## config.mk

```make
export PLATFORM = sky130hd
export DESIGN_NAME = idli_fetch_m
export DESIGN_NICKNAME = d
export VERILOG_FILES = /design/src/rtl/idli_fetch_m.sv
export SDC_FILE = /design/constraint.sdc
export NUM_CORES = 1
export LEC_CHECK = 0
export CAP_MARGIN = 20
export CORE_AREA = 2 2 77 79
export CTS_CLUSTER_SIZE = 24
export DETAILED_ROUTE_END_ITERATION = 8
export DIE_AREA = 0 0 79 81
export PLACE_DENSITY_LB_ADDON = 0.1
export SLEW_MARGIN = 25
export SYNTH_ARGS = -nofsm -noshare
export SYNTH_HDL_FRONTEND = slang
export SYNTH_SLANG_ARGS = --single-unit
```

## constraint.sdc

```tcl
create_clock -name i_fe_gck -period 2.9 [get_ports i_fe_gck]
set_clock_uncertainty 0.2 [all_clocks]
set_input_delay 0.29 -clock i_fe_gck [delete_from_list [all_inputs] [get_ports i_fe_gck]]
set_output_delay 0.29 -clock i_fe_gck [all_outputs]
set_load 0.05 [all_outputs]
```

## src/rtl/idli_fetch_m.sv

```systemverilog
// Instruction fetch: reads 16-bit words from memory and streams them to execute one nibble per cycle.
// Optional macro IDLI_FETCH_PREFETCH_EN adds a second word buffer for back-to-back streaming.
module idli_fetch_m (
    input  logic        i_fe_gck,
    input  logic        i_fe_rst,
    input  logic        i_fe_mem_ack,
    input  logic [15:0] i_fe_mem_data,
    output logic        o_fe_mem_req,
    output logic [15:0] o_fe_mem_addr,
    input  logic        i_fe_redir,
    input  logic [15:0] i_fe_redir_pc,
    output logic [1:0]  o_fe_ctr,
    output logic [3:0]  o_fe_enc,
    output logic        o_fe_enc_vld
);

    localparam logic [1:0] ST_FETCH  = 2'd0;
    localparam logic [1:0] ST_WAIT   = 2'd1;
    localparam logic [1:0] ST_STREAM = 2'd2;

    logic [1:0]  state_r, state_nxt_s;
    logic [1:0]  ctr_r, ctr_nxt_s;
    logic [15:0] pc_r, pc_nxt_s;
    logic [15:0] buf0_r, buf0_nxt_s;
    logic        req_r, req_nxt_s;
    logic [15:0] addr_r, addr_nxt_s;
    logic        discard_r, discard_nxt_s;
    logic [3:0]  enc_r, enc_nxt_s;
    logic        enc_vld_r, enc_vld_nxt_s;
    logic        ack_s, take_s;
`ifdef IDLI_FETCH_PREFETCH_EN
    logic [15:0] buf1_r, buf1_nxt_s;
    logic        buf1_vld_r, buf1_vld_nxt_s;
`endif

    function automatic logic [3:0] nibble_sel(input logic [15:0] word, input logic [1:0] idx);
        case (idx)
            2'd0:    nibble_sel = word[3:0];
            2'd1:    nibble_sel = word[7:4];
            2'd2:    nibble_sel = word[11:8];
            default: nibble_sel = word[15:12];
        endcase
    endfunction

    // Next-state, buffer, request and encoding computation
    always_comb begin
        ack_s         = i_fe_mem_ack & req_r;
        take_s        = ack_s & ~discard_r & ~i_fe_redir;
        ctr_nxt_s     = ctr_r + 2'd1;
        state_nxt_s   = state_r;
        pc_nxt_s      = pc_r;
        buf0_nxt_s    = buf0_r;
        discard_nxt_s = ack_s ? 1'b0 : discard_r;
`ifdef IDLI_FETCH_PREFETCH_EN
        buf1_nxt_s     = buf1_r;
        buf1_vld_nxt_s = buf1_vld_r;
`endif
        if (i_fe_redir) begin
            // A request still in flight must complete, but its data is stale
            state_nxt_s   = ST_FETCH;
            pc_nxt_s      = i_fe_redir_pc;
            discard_nxt_s = req_r & ~ack_s;
`ifdef IDLI_FETCH_PREFETCH_EN
            buf1_vld_nxt_s = 1'b0;
`endif
        end else begin
            case (state_r)
                ST_FETCH: begin
                    if (take_s) begin
                        buf0_nxt_s  = i_fe_mem_data;
                        pc_nxt_s    = pc_r + 16'd1;
                        state_nxt_s = (ctr_r == 2'd3) ? ST_STREAM : ST_WAIT;
                    end else begin
                        state_nxt_s = ST_FETCH;
                    end
                end
                ST_WAIT: begin
                    state_nxt_s = (ctr_r == 2'd3) ? ST_STREAM : ST_WAIT;
                end
                ST_STREAM: begin
`ifdef IDLI_FETCH_PREFETCH_EN
                    if (take_s) begin
                        pc_nxt_s = pc_r + 16'd1;
                    end else begin
                        pc_nxt_s = pc_r;
                    end
                    if (ctr_r == 2'd3) begin
                        // Word boundary: continue from the spare buffer or straight from memory
                        if (buf1_vld_r) begin
                            buf0_nxt_s     = buf1_r;
                            buf1_vld_nxt_s = 1'b0;
                            state_nxt_s    = ST_STREAM;
                        end else if (take_s) begin
                            buf0_nxt_s  = i_fe_mem_data;
                            state_nxt_s = ST_STREAM;
                        end else begin
                            state_nxt_s = ST_FETCH;
                        end
                    end else begin
                        if (take_s) begin
                            buf1_nxt_s     = i_fe_mem_data;
                            buf1_vld_nxt_s = 1'b1;
                        end else begin
                            buf1_vld_nxt_s = buf1_vld_r;
                        end
                        state_nxt_s = ST_STREAM;
                    end
`else
                    state_nxt_s = (ctr_r == 2'd3) ? ST_FETCH : ST_STREAM;
`endif
                end
                default: begin
                    state_nxt_s = ST_FETCH;
                end
            endcase
        end

        if (req_r & ~ack_s) begin
            req_nxt_s  = 1'b1;
            addr_nxt_s = addr_r;
        end else begin
`ifdef IDLI_FETCH_PREFETCH_EN
            req_nxt_s = (state_nxt_s == ST_FETCH) |
                        ((state_nxt_s == ST_STREAM) & ~buf1_vld_nxt_s);
`else
            req_nxt_s = (state_nxt_s == ST_FETCH);
`endif
            addr_nxt_s = pc_nxt_s;
        end

        enc_vld_nxt_s = (state_nxt_s == ST_STREAM);
        if (enc_vld_nxt_s) begin
            enc_nxt_s = nibble_sel(buf0_nxt_s, ctr_nxt_s);
        end else begin
            enc_nxt_s = 4'd0;
        end
    end

    // State and output registers
    always_ff @(posedge i_fe_gck) begin
        if (i_fe_rst) begin
            state_r   <= ST_FETCH;
            ctr_r     <= 2'd0;
            pc_r      <= 16'd0;
            buf0_r    <= 16'd0;
            req_r     <= 1'b0;
            addr_r    <= 16'd0;
            discard_r <= 1'b0;
            enc_r     <= 4'd0;
            enc_vld_r <= 1'b0;
`ifdef IDLI_FETCH_PREFETCH_EN
            buf1_r     <= 16'd0;
            buf1_vld_r <= 1'b0;
`endif
        end else begin
            state_r   <= state_nxt_s;
            ctr_r     <= ctr_nxt_s;
            pc_r      <= pc_nxt_s;
            buf0_r    <= buf0_nxt_s;
            req_r     <= req_nxt_s;
            addr_r    <= addr_nxt_s;
            discard_r <= discard_nxt_s;
            enc_r     <= enc_nxt_s;
            enc_vld_r <= enc_vld_nxt_s;
`ifdef IDLI_FETCH_PREFETCH_EN
            buf1_r     <= buf1_nxt_s;
            buf1_vld_r <= buf1_vld_nxt_s;
`endif
        end
    end

    assign o_fe_mem_req  = req_r;
    assign o_fe_mem_addr = addr_r;
    assign o_fe_ctr      = ctr_r;
    assign o_fe_enc      = enc_r;
    assign o_fe_enc_vld  = enc_vld_r;

endmodule
```

* After elaboration in Yosys (flattened, before gate mapping)
Index checks and enable logic that the tools add are counted.
** Operators by class
- Add/subtract/negate cells :: 2
- Eq/ne operators :: 6
- Mux-type cells :: 15
- Bitwise gates (word level) :: 8
- Reductions and logical operators :: 5
** Operator list (number)
- two-way mux 16 bit :: 6
- adder 16 x 1 -> 16 bit, second input constant :: 1
- case mux 4 bit (3 select lines) :: 1
- == test 2 bit, second input constant :: 4
- two-way mux 2 bit :: 4
- logical NOT 2 bit :: 3
- case mux 2 bit (3 select lines) :: 1
- AND 1 bit :: 4
- == test 2 x 1 -> 1 bit, second input constant :: 2
- NOT 1 bit :: 4
- two-way mux 1 bit :: 3
- adder 2 x 1 -> 2 bit, second input constant :: 1
- nonzero test 2 bit :: 1
- OR reduction 2 bit :: 1
** Storage, ports and cells
- Register bits :: 59
- Input port bits :: 36

* Logic depth before layout (Yosys ltp)
Gate-level depths: netlist of the first run.
- Depth in word-level cells :: 9
- Depth in mapped cells :: 7
- Depth with buffers taken out :: 6

* Least setup slack after synthesis of the first run
Ideal clock, no wire load.
- Kind :: register to register
- Start point :: register req_r (netlist: o_fe_mem_req)
- End point :: register addr_r[14] (netlist: o_fe_mem_addr[14])
- Setup time :: 134 ps
- Arrival time :: 2177 ps
- Setup slack :: 389 ps
- Stages on the path, launching flop included :: 8
- Path buffers :: 2
- Clock period less this slack :: 2511 ps
- Cells stage by stage :: dfxtp_1 nand4bb_1 buf_4 or4_4 buf_6 mux2_4 a21oi_2 a211oi_1
** On the way
- Cells in the longest elaborated chain, start to end :: 6
** RTL lines
- start: declaration :: RTL line 25 : logic req_r, req_nxt_s;
- start signal: assignment :: RTL line 160 : req_r <= req_nxt_s;
- AND 1 bit :: RTL line 47 : ack_s = i_fe_mem_ack & req_r;
- AND 1 bit (2 in series) :: RTL line 48 : take_s = ack_s & ~discard_r & ~i_fe_redir;
- two-way mux 16 bit :: RTL line 69 : if (take_s) begin
- two-way mux 16 bit :: RTL line 67 : case (state_r)
- two-way mux 16 bit :: RTL line 58 : if (i_fe_redir) begin
- end signal: assignment :: RTL line 161 : addr_r <= addr_nxt_s;
- end: declaration :: RTL line 26 : logic [15:0] addr_r, addr_nxt_s;
Several ways; a longest one is shown, not always the timed one.
A chain may end at the register's enable or synchronous reset.

* Worst setup path in the final report of the first run
- Start point :: input i_fe_redir
- End point :: register addr_r[9] (netlist: o_fe_mem_addr[9])
** On the way
- Cells in the longest elaborated chain, start to end :: 5
** RTL lines
- start: declaration :: RTL line 10 : input logic i_fe_redir,
- NOT 1 bit :: RTL line 48
- AND 1 bit :: RTL line 48
- two-way mux 16 bit :: RTL line 69
- two-way mux 16 bit :: RTL line 67
- two-way mux 16 bit (*) :: RTL line 58
Every way passes the cells marked *; elsewhere a longest branch is shown, timed or not.

==> impl_metrics.ini, run 1 <==
[run_status]
status = complete, no violations

[grt]
grt_overflow = 0
grt_antenna_before_repair = 0
grt_max_degree = 40
grt_pass1_vias = 2165
grt.total_usage = 0.2021
grt_pass1_wl_mm = 9.970

[power_and_ir_drop]
peakVddDrop_uv = 387.0
power_density_nw_per_um2 = 600.1
p_leak_nw = 1.407

[floorplanning]
dieWidth_um = 79
start_util = 0.4700
fp.dieH_um = 81
core-area_um2 = 5675
row_count = 28
ios = 60
dieArea_um2 = 6399

[timing]
tns_ns = 0
rsz0062_at_grt = false
maxSlewViolCount = 0
worst_slew_pin_slew_ns = 0.6721
slew_headroom = 0.5519
finalSetupViolCount = 0
min_period_ns = 2.285
setup_slack_ns = 0.6149
final.period_utilization = 0.7880
finalHoldViolations = 0
holdWs_ns = 0.2549
max_freq_mhz = 437.6

[cts]
cts_tree = done
cts_hold_buf = 0
cts_root_buf = clkbuf_8
h-tree-depth = 3
cts_buffer_depth = 2
cts.sinks = 59
cts_resized = 0
clk_latency_ns = 0.33
path_clk_slew_ns = 0.06
cts_buffers = 9
cts_setup_buffers = 0

[synthesis]
yosysMostFrequentCell = dfxtp_1
syn_inst = 295
syn_area_per_cell_um2 = 9.043
synthMuxAreaShare = 0.09334
synthFlopType = dfxtp_1
yosys_warnings = 0
yosysSeqAreaShare = 0.4428
synth_compound_area_frac = 0.1426
synthAdderAreaFrac = 0.02345
synth_edf_count = 0
synth.area.top_cells = dfxtp_1, nor2_1, mux2_2
yosysUniqueCellTypes = 49
synth_top_family_by_area = simple AND/OR/NAND/NOR gates
synth_seq_cells = 59
syn_nets = 336
synthSimpleGateAreaFrac = 0.2355
synth_area_um2 = 2668
yosysTopAreaCell = dfxtp_1
yosys-top-cells-count = dfxtp_1, nor2_1, nand2_1
synth_xor_area_frac = 0.01970
async_reset_ff_frac = 0
synth_top_area_frac = 0.4428

[finish]
final_util = 0.6287
area_growth_pct = 33.77
nets = 397
n_antenna_cell = 0
drive_gt1_frac = 0.1191
fin_area_um2 = 3568

[critical_path]
worstPathCellList = clkdlybuf4s50_1 -> or2_2 -> or4_4 -> mux2i_1 -> a211oi_1 -> a211oi_1
cp_common_cell = a211oi_1
cp.arrival_ns = 2.28
cp.required_ns = 2.89
cp-start-kind = input pin
slowest_delay_ns = 0.56
endpoint_kind = flip-flop
crit_type = input pin to flip-flop
cp_slowest_cell = or4_4
crit_buf_inv = 1
critical_path_peak_fanout = 7
cpLargestDelayFamily = simple AND/OR/NAND/NOR gates

[detailed_routing]
drt_iter0_drc = 109
drc = 0
vias_per_cell = 5.204
ant_nets = 0
drt-total-wl_mm = 5.990
wire_per_inst_um = 13.74
vias = 2269
first_pass_iters = 6

[placement]
place_ws_ns = 0.2855
hpwl_mm = 4.216
io_buffer_count = 59
dpl_cell_area_um2 = 3327
gp_congestion = 0.8026

[hold_path]
hp-class = flip-flop to flip-flop

[job]
cap_violations = 0
==> worst register-to-register path: stages, from the launching register on <==
cell,delay [ns]
dfxtp_1,0.41
ha_1,0.22
nand3_1,0.13
or4_4,0.60
mux2_4,0.33
a21oi_2,0.16
a211oi_1,0.08
==> area by class of cell <==
class                      instances  area (um^2)
sequential                        59         1181
multi-input combinational        210         1373
clock inverter                     5        100.1
clock buffer                      11        141.4
inverter                           9        33.78
tap                               75        93.84
timing repair buffer              67        645.6
fill                             532         2107
==> cell families (layout without fill, tap and decap cells) <==
logic type | Yosys count | count (layout)
AOI/OAI and AO/OA | 54 | 54
xor gates and xnor gates | 6 | 6
adders and majority gates | 5 | 5
buffers and inverters | 26 | 92
DFF | 59 | 59
muxes | 23 | 23
and+or+nand+nor | 122 | 122
==> final timing paths <==
path | from | endpoint | slack, ns | cells after the start
min | o_fe_mem_addr[7] | o_fe_mem_addr[7] | 0.25 | 2
max reg2reg | pc_r[0] | o_fe_mem_addr[14] | 0.66 | 6
max | i_fe_redir | o_fe_mem_addr[9] | 0.61 | 6
min reg2reg | o_fe_mem_addr[7] | o_fe_mem_addr[7] | 0.25 | 2
==> flip-flops by register name (all words and copies together), names as in the netlist <==
| register | cells |
|---|---|
| o_fe_mem_addr | 16 |
| discard_r | 1 |
| state_r | 2 |
| buf0_r | 16 |
| o_fe_ctr | 2 |
| o_fe_enc | 4 |
| o_fe_mem_req | 1 |
| pc_r | 16 |
| o_fe_enc_vld | 1 |
==> metal layers <==
layer,global-route usage,share of wire,vias to the layer above
met2,0.3373,0.46,67
li1,-,-,1165
met3,0.05222,0.055,13
met1,0.2429,0.47,1024
met5,0,0,-
met4,0.1000,0.020,0
==> metrics by stage <==
step           total power (W)  cells
3_3_place_gp          0.001249    420
5_1_grt               0.002239    436
2_1_floorplan         0.001119    295
6_report              0.002142    436
4_1_cts               0.002159    436
3_5_place_dp          0.001251    420
==> power by group <==
group          leakage, nW  switching [W]  internal [W]
combinational        0.799       0.000192      0.000150
clock                0.123       0.000318      0.000592
sequential           0.485      0.0000335      0.000856
==> cell usage in the layout, fill, tap and decap left out, types with 9 or more instances in the layout <==
master           count
clkbuf_8            10
nand2_1             22
nor2_1              43
dfxtp_1             59
clkdlybuf4s50_1     58
o21ai_0              9
mux2_2              11
nor2b_1             12
mux2i_1             11
nor3_1              10
a211oi_1            11
nand3_1              9
Note: power is estimated with default switching activity, not from simulation.
==> inputs of run 2 (changes only) <==
- CORE_AREA: 2 2 77 79 -> 2 2 80 82
- DIE_AREA: 0 0 79 81 -> 0 0 82 84
- clock period: 2.9 -> 1.9 ns (I/O delays scaled with it)
==> run 2 against run 1 <==
- the flow now finishes with violations (negative setup slack)
- via count grew 12%
- hold slack worse by 0.22 ns
- die area is 7.6% higher
- clock-buffer cell count did not move
- setup slack worse by 0.72 ns
- sequential power rose by 53%
- first-iteration DRC count is 55% higher
- largest power group unchanged
- global-route usage rose by 2.1 points
- final cell count grew 11%
==> impl_metrics.ini, run 2 (same netlist as run 1, synthesis figures left out) <==
[run_status]
status = complete, but fails checks
failed_checks = negative setup slack

[job]
cap_violations = 0

[critical_path]
cp.required_ns = 1.93
critical_path_peak_fanout = 5
crit_buf_inv = 0
cpLargestDelayFamily = simple AND/OR/NAND/NOR gates
slowest_delay_ns = 0.58
crit_type = flip-flop to flip-flop
cp.arrival_ns = 2.03
cp-start-kind = flip-flop
endpoint_kind = flip-flop
worstPathCellList = ha_4 -> nand3_4 -> or4_4 -> mux2_4 -> a21oi_4 -> a211oi_2
cp_slowest_cell = or4_4

[cts]
cts_buffers = 9
path_clk_slew_ns = 0.07
clk_latency_ns = 0.34
cts.sinks = 59
cts_buffer_depth = 2
cts_root_buf = clkbuf_8
h-tree-depth = 3
cts_hold_buf = 0
cts_tree = done

[grt]
grt.total_usage = 0.2235
top_usage_layer = met2
grt_pass1_wl_mm = 11.77
use_met2 = 0.3562
grt_max_degree = 20
grt_pass1_vias = 2488
use_met3 = 0.05844
use_met1 = 0.2854
grt_overflow = 0
grt_antenna_before_repair = 0

[finish]
final_util = 0.6950
area_growth_pct = 58.82
nets = 444
seqCellArea_um2 = 1210
final_common_cell = buf_4
multiInputGateArea_um2 = 1662
n_antenna_cell = 0
fillers = 481
drive_gt1_frac = 0.3603
final_cell_mix = buf_4, dfxtp_1, nor2_1

[timing]
min_period_ns = 2.005
rsz0062_at_grt = true
maxSlewViolCount = 0
tns_ns = -0.5728
max_freq_mhz = 498.8
finalHoldViolations = 0
worst_slew_pin_slew_ns = 0.5275
setup_slack_ns = -0.1046
finalSetupViolCount = 12
final.period_utilization = 1.055
slew_headroom = 0.6483

[floorplanning]
core-area_um2 = 6096
row_count = 29
ios = 60
dieArea_um2 = 6888
dieWidth_um = 82
fp.dieH_um = 84
start_util = 0.4376

[detailed_routing]
vias = 2534
vias_per_cell = 5.225
wire_per_inst_um = 15.19
drt-total-wl_mm = 7.365
drt_iter0_drc = 169
ant_nets = 0
first_pass_iters = 4
drc = 0

[power_and_ir_drop]
power_density_nw_per_um2 = 813.0
peakVddDrop_uv = 505.2
p_leak_nw = 1.822

[placement]
hpwl_mm = 4.803
io_buffer_count = 59
gp_congestion = 0.8304

[hold_path]
hp-class = input pin to flip-flop
[run 2: cell count changes in the layout (fill, tap and decap cells not counted), moves of 4 or more]
cell,change
dfxtp_1,-11
a21oi_1,-4
a221oi_2,+4
dfxtp_2,+5
buf_6,+7
buf_4,+54
clkdlybuf4s50_1,-22
mux2_4,+5
mux2_2,-5
dlymetal6s2s_1,+6
dfxtp_4,+6
a221oi_1,-4
[run 2: final timing paths]
check                                    endpoint  depth (start not counted)  slack, ns              from
worst max-delay path            o_fe_mem_addr[14]                          6      -0.10           pc_r[0]
worst min-delay path                  o_fe_ctr[0]                          2       0.03          i_fe_rst
worst max register to register  o_fe_mem_addr[14]                          6      -0.10           pc_r[0]
worst min register to register   o_fe_mem_addr[7]                          2       0.25  o_fe_mem_addr[7]
[run 2: timing repair]
action | CTS | global route
endpoints found under the hold margin | 0 | 0
cloned | 1 | 0
buffers inserted | 2 | 10
pin swaps | 10 | 31
gates resized for setup | 23 | 51
setup endpoints to repair | 21 | 30
[run 2: through the flow]
| step | setup WS [ns] | area (um^2) | total power (W) | instances | hold WS [ns] |
|---|---|---|---|---|---|
| CTS | -0.1365 | 3934 | 0.003392 | 475 | 0.02373 |
| global placement | -0.4398 | 3576 | 0.001957 | 456 | 0.2430 |
| detailed placement | -0.4691 | 3576 | 0.001960 | 456 | 0.2540 |
| finish | -0.1046 | 4237 | 0.003445 | 485 | 0.03069 |
| floorplan | -0.2580 | 2704 | 0.001716 | 295 | 0.1022 |
| global route | -0.1641 | 4237 | 0.003587 | 485 | 0.04271 |
[run 2: area by class of cell]
class	instances	share of cell area
clock buffers	11	0.03337
multi-input cells	211	0.3922
well taps	77	0.02274
flip-flops and latches	59	0.2856
repair buffers	113	0.2345
inverters	9	0.007974
clock inverters	5	0.02363
[run 2: per-layer routing]
metal | wire length [um] | up-vias
met5 | 0 | -
met4 | 102 | 0
met1 | 3331 | 1202
li1 | - | 1265
met3 | 348 | 9
met2 | 3582 | 58
[run 2: power by group]
part           leakage, nW  internal [W]  total [W]  switching (W)
Sequential           0.490       0.00131    0.00136      0.0000518
Combinational         1.21      0.000314   0.000679       0.000365
Clock                0.123      0.000903    0.00141       0.000505
==> inputs of run 3 (changes only) <==
--- a/config.mk
+++ b/config.mk
@@ -9,3 +9,2 @@
 export CORE_AREA = 2 2 80 82
-export CTS_CLUSTER_SIZE = 24
 export DETAILED_ROUTE_END_ITERATION = 8
--- a/constraint.sdc
+++ b/constraint.sdc
@@ -4,2 +4,2 @@
 set_output_delay 0.19 -clock i_fe_gck [all_outputs]
-set_load 0.05 [all_outputs]
+set_load 0.005 [all_outputs]
==> run 3 against run 2 <==
- sequential share of layout area grew 1.2 points
- critical path type unchanged
- total power shrank 11%
- maximum frequency grew 0.80%
- the run still ends with negative setup slack left
- largest power group is now registers
- die area is the same
- clock-buffer cell count grew 1
- non-clock buffer count shrank 10
- combinational power shrank 24%
==> impl_metrics.ini, run 3 (same netlist as run 1, synthesis figures left out) <==
[power_and_ir_drop]
power_density_nw_per_um2 = 761.9
p_leak_nw = 1.631
peakVddDrop_uv = 498.3

[finish]
final_util = 0.6601
n_antenna_cell = 0
nets = 433
seqCellArea_um2 = 1196
final_common_cell = clkdlybuf4s50_1
area_growth_pct = 50.84
drive_gt1_frac = 0.2796
fin_area_um2 = 4024
fillers = 509
multiInputGateArea_um2 = 1516
final_cell_mix = clkdlybuf4s50_1, dfxtp_1, nor2_1

[detailed_routing]
drt_iter0_drc = 66
vias = 2460
drt-total-wl_mm = 6.586
wire_per_inst_um = 13.89
ant_nets = 0
vias_per_cell = 5.190
first_pass_iters = 4
drc = 0

[placement]
dpl_cell_area_um2 = 3628
hpwl_mm = 4.772
io_buffer_count = 59
gp_congestion = 0.8285

[floorplanning]
row_count = 29
start_util = 0.4376
core-area_um2 = 6096
dieArea_um2 = 6888
dieWidth_um = 82
fp.dieH_um = 84
ios = 60

[timing]
setup_slack_ns = -0.08869
slew_headroom = 0.7401
max_freq_mhz = 502.8
worst_slew_pin_slew_ns = 0.3898
rsz0062_at_grt = true
min_period_ns = 1.989
finalSetupViolCount = 4
maxSlewViolCount = 0
final.period_utilization = 1.047
holdWs_ns = 0.05704
finalHoldViolations = 0

[critical_path]
crit_buf_inv = 0
cpLargestDelayFamily = simple AND/OR/NAND/NOR gates
endpoint_kind = flip-flop
cp.required_ns = 1.91
cp.arrival_ns = 2.00
cp-start-kind = flip-flop
slowest_delay_ns = 0.58
cp_slowest_cell = or4_4
worstPathCellList = ha_4 -> nand3_2 -> or4_4 -> mux2_4 -> a21oi_4 -> a211oi_1
crit_type = flip-flop to flip-flop
critical_path_peak_fanout = 5

[cts]
cts_buffers = 9
cts.sinks = 59
path_clk_slew_ns = 0.07
cts_root_buf = clkbuf_8
cts_buffer_depth = 2
cts_tree = done
clk_latency_ns = 0.32
h-tree-depth = 3

[hold_path]
hp-class = input pin to flip-flop

[grt]
grt_overflow = 0
grt_antenna_before_repair = 0
grt_pass1_wl_mm = 10.68
grt.total_usage = 0.2050
grt_max_degree = 40
grt_pass1_vias = 2376

[job]
cap_violations = 0

[run_status]
status = complete, but fails checks
failed_checks = negative setup slack
-- run 3: cell count changes in the layout (fill, tap and decap cells not counted), sizes merged, moves of 2 or more --
cell and change:
bufinv -2, dlymetal6s2s -5, buf -25, clkdlybuf4s50 +20
-- run 3: layer usage --
metal | routed length [um] | share of wire | vias to the layer above | GRT usage
met4 | 93 | 0.014 | 0 | 0.09848
li1 | - | - | 1237 | -
met1 | 2970 | 0.45 | 1156 | 0.2515
met5 | 0 | 0 | - | 0
met3 | 323 | 0.049 | 10 | 0.05844
met2 | 3198 | 0.49 | 57 | 0.3245
-- run 3: what timing repair did --
item	4_1_cts	5_1_grt
hold buffers	0	0
resized for setup	13	26
gates cloned	0	0
pin swaps	9	13
buffers inserted	3	0
endpoints found under the setup margin	19	25
-- run 3: final timing paths --
check / from / endpoint / slack [ns] / cells past startpoint
max: pc_r[1] / o_fe_mem_addr[14] / -0.09 / 6
min: i_fe_rst / o_fe_mem_addr[3] / 0.06 / 2
max reg2reg: pc_r[1] / o_fe_mem_addr[14] / -0.09 / 6
min reg2reg: o_fe_mem_addr[7] / o_fe_mem_addr[7] / 0.26 / 2
-- run 3: final cells by class --
type	count	share of cell area
Timing Repair Buffer	103	0.2407
Clock inverter	4	0.01182
Sequential cell	59	0.2973
Multi-Input combinational cell	210	0.3769
Tap cell	77	0.02394
Clock buffer	12	0.04104
Inverter	9	0.008396
-- run 3: through the flow --
step	total power, W	TNS [ns]	setup slack (ns)	cells
2_1_floorplan	0.001605	-0.5548	-0.1733	295
3_3_place_gp	0.001858	-11.07	-0.4255	455
3_5_place_dp	0.001863	-11.85	-0.4504	455
4_1_cts	0.003088	-0.4504	-0.1321	474
5_1_grt	0.003202	-0.9909	-0.1426	474
6_report	0.003066	-0.1474	-0.08869	474
-- run 3: report_power, final --
part	switching [W]	internal [W]	leakage, nW
Sequential	0.0000489	0.00131	0.488
Clock	0.000487	0.000708	0.108
Combinational	0.000219	0.000293	1.03
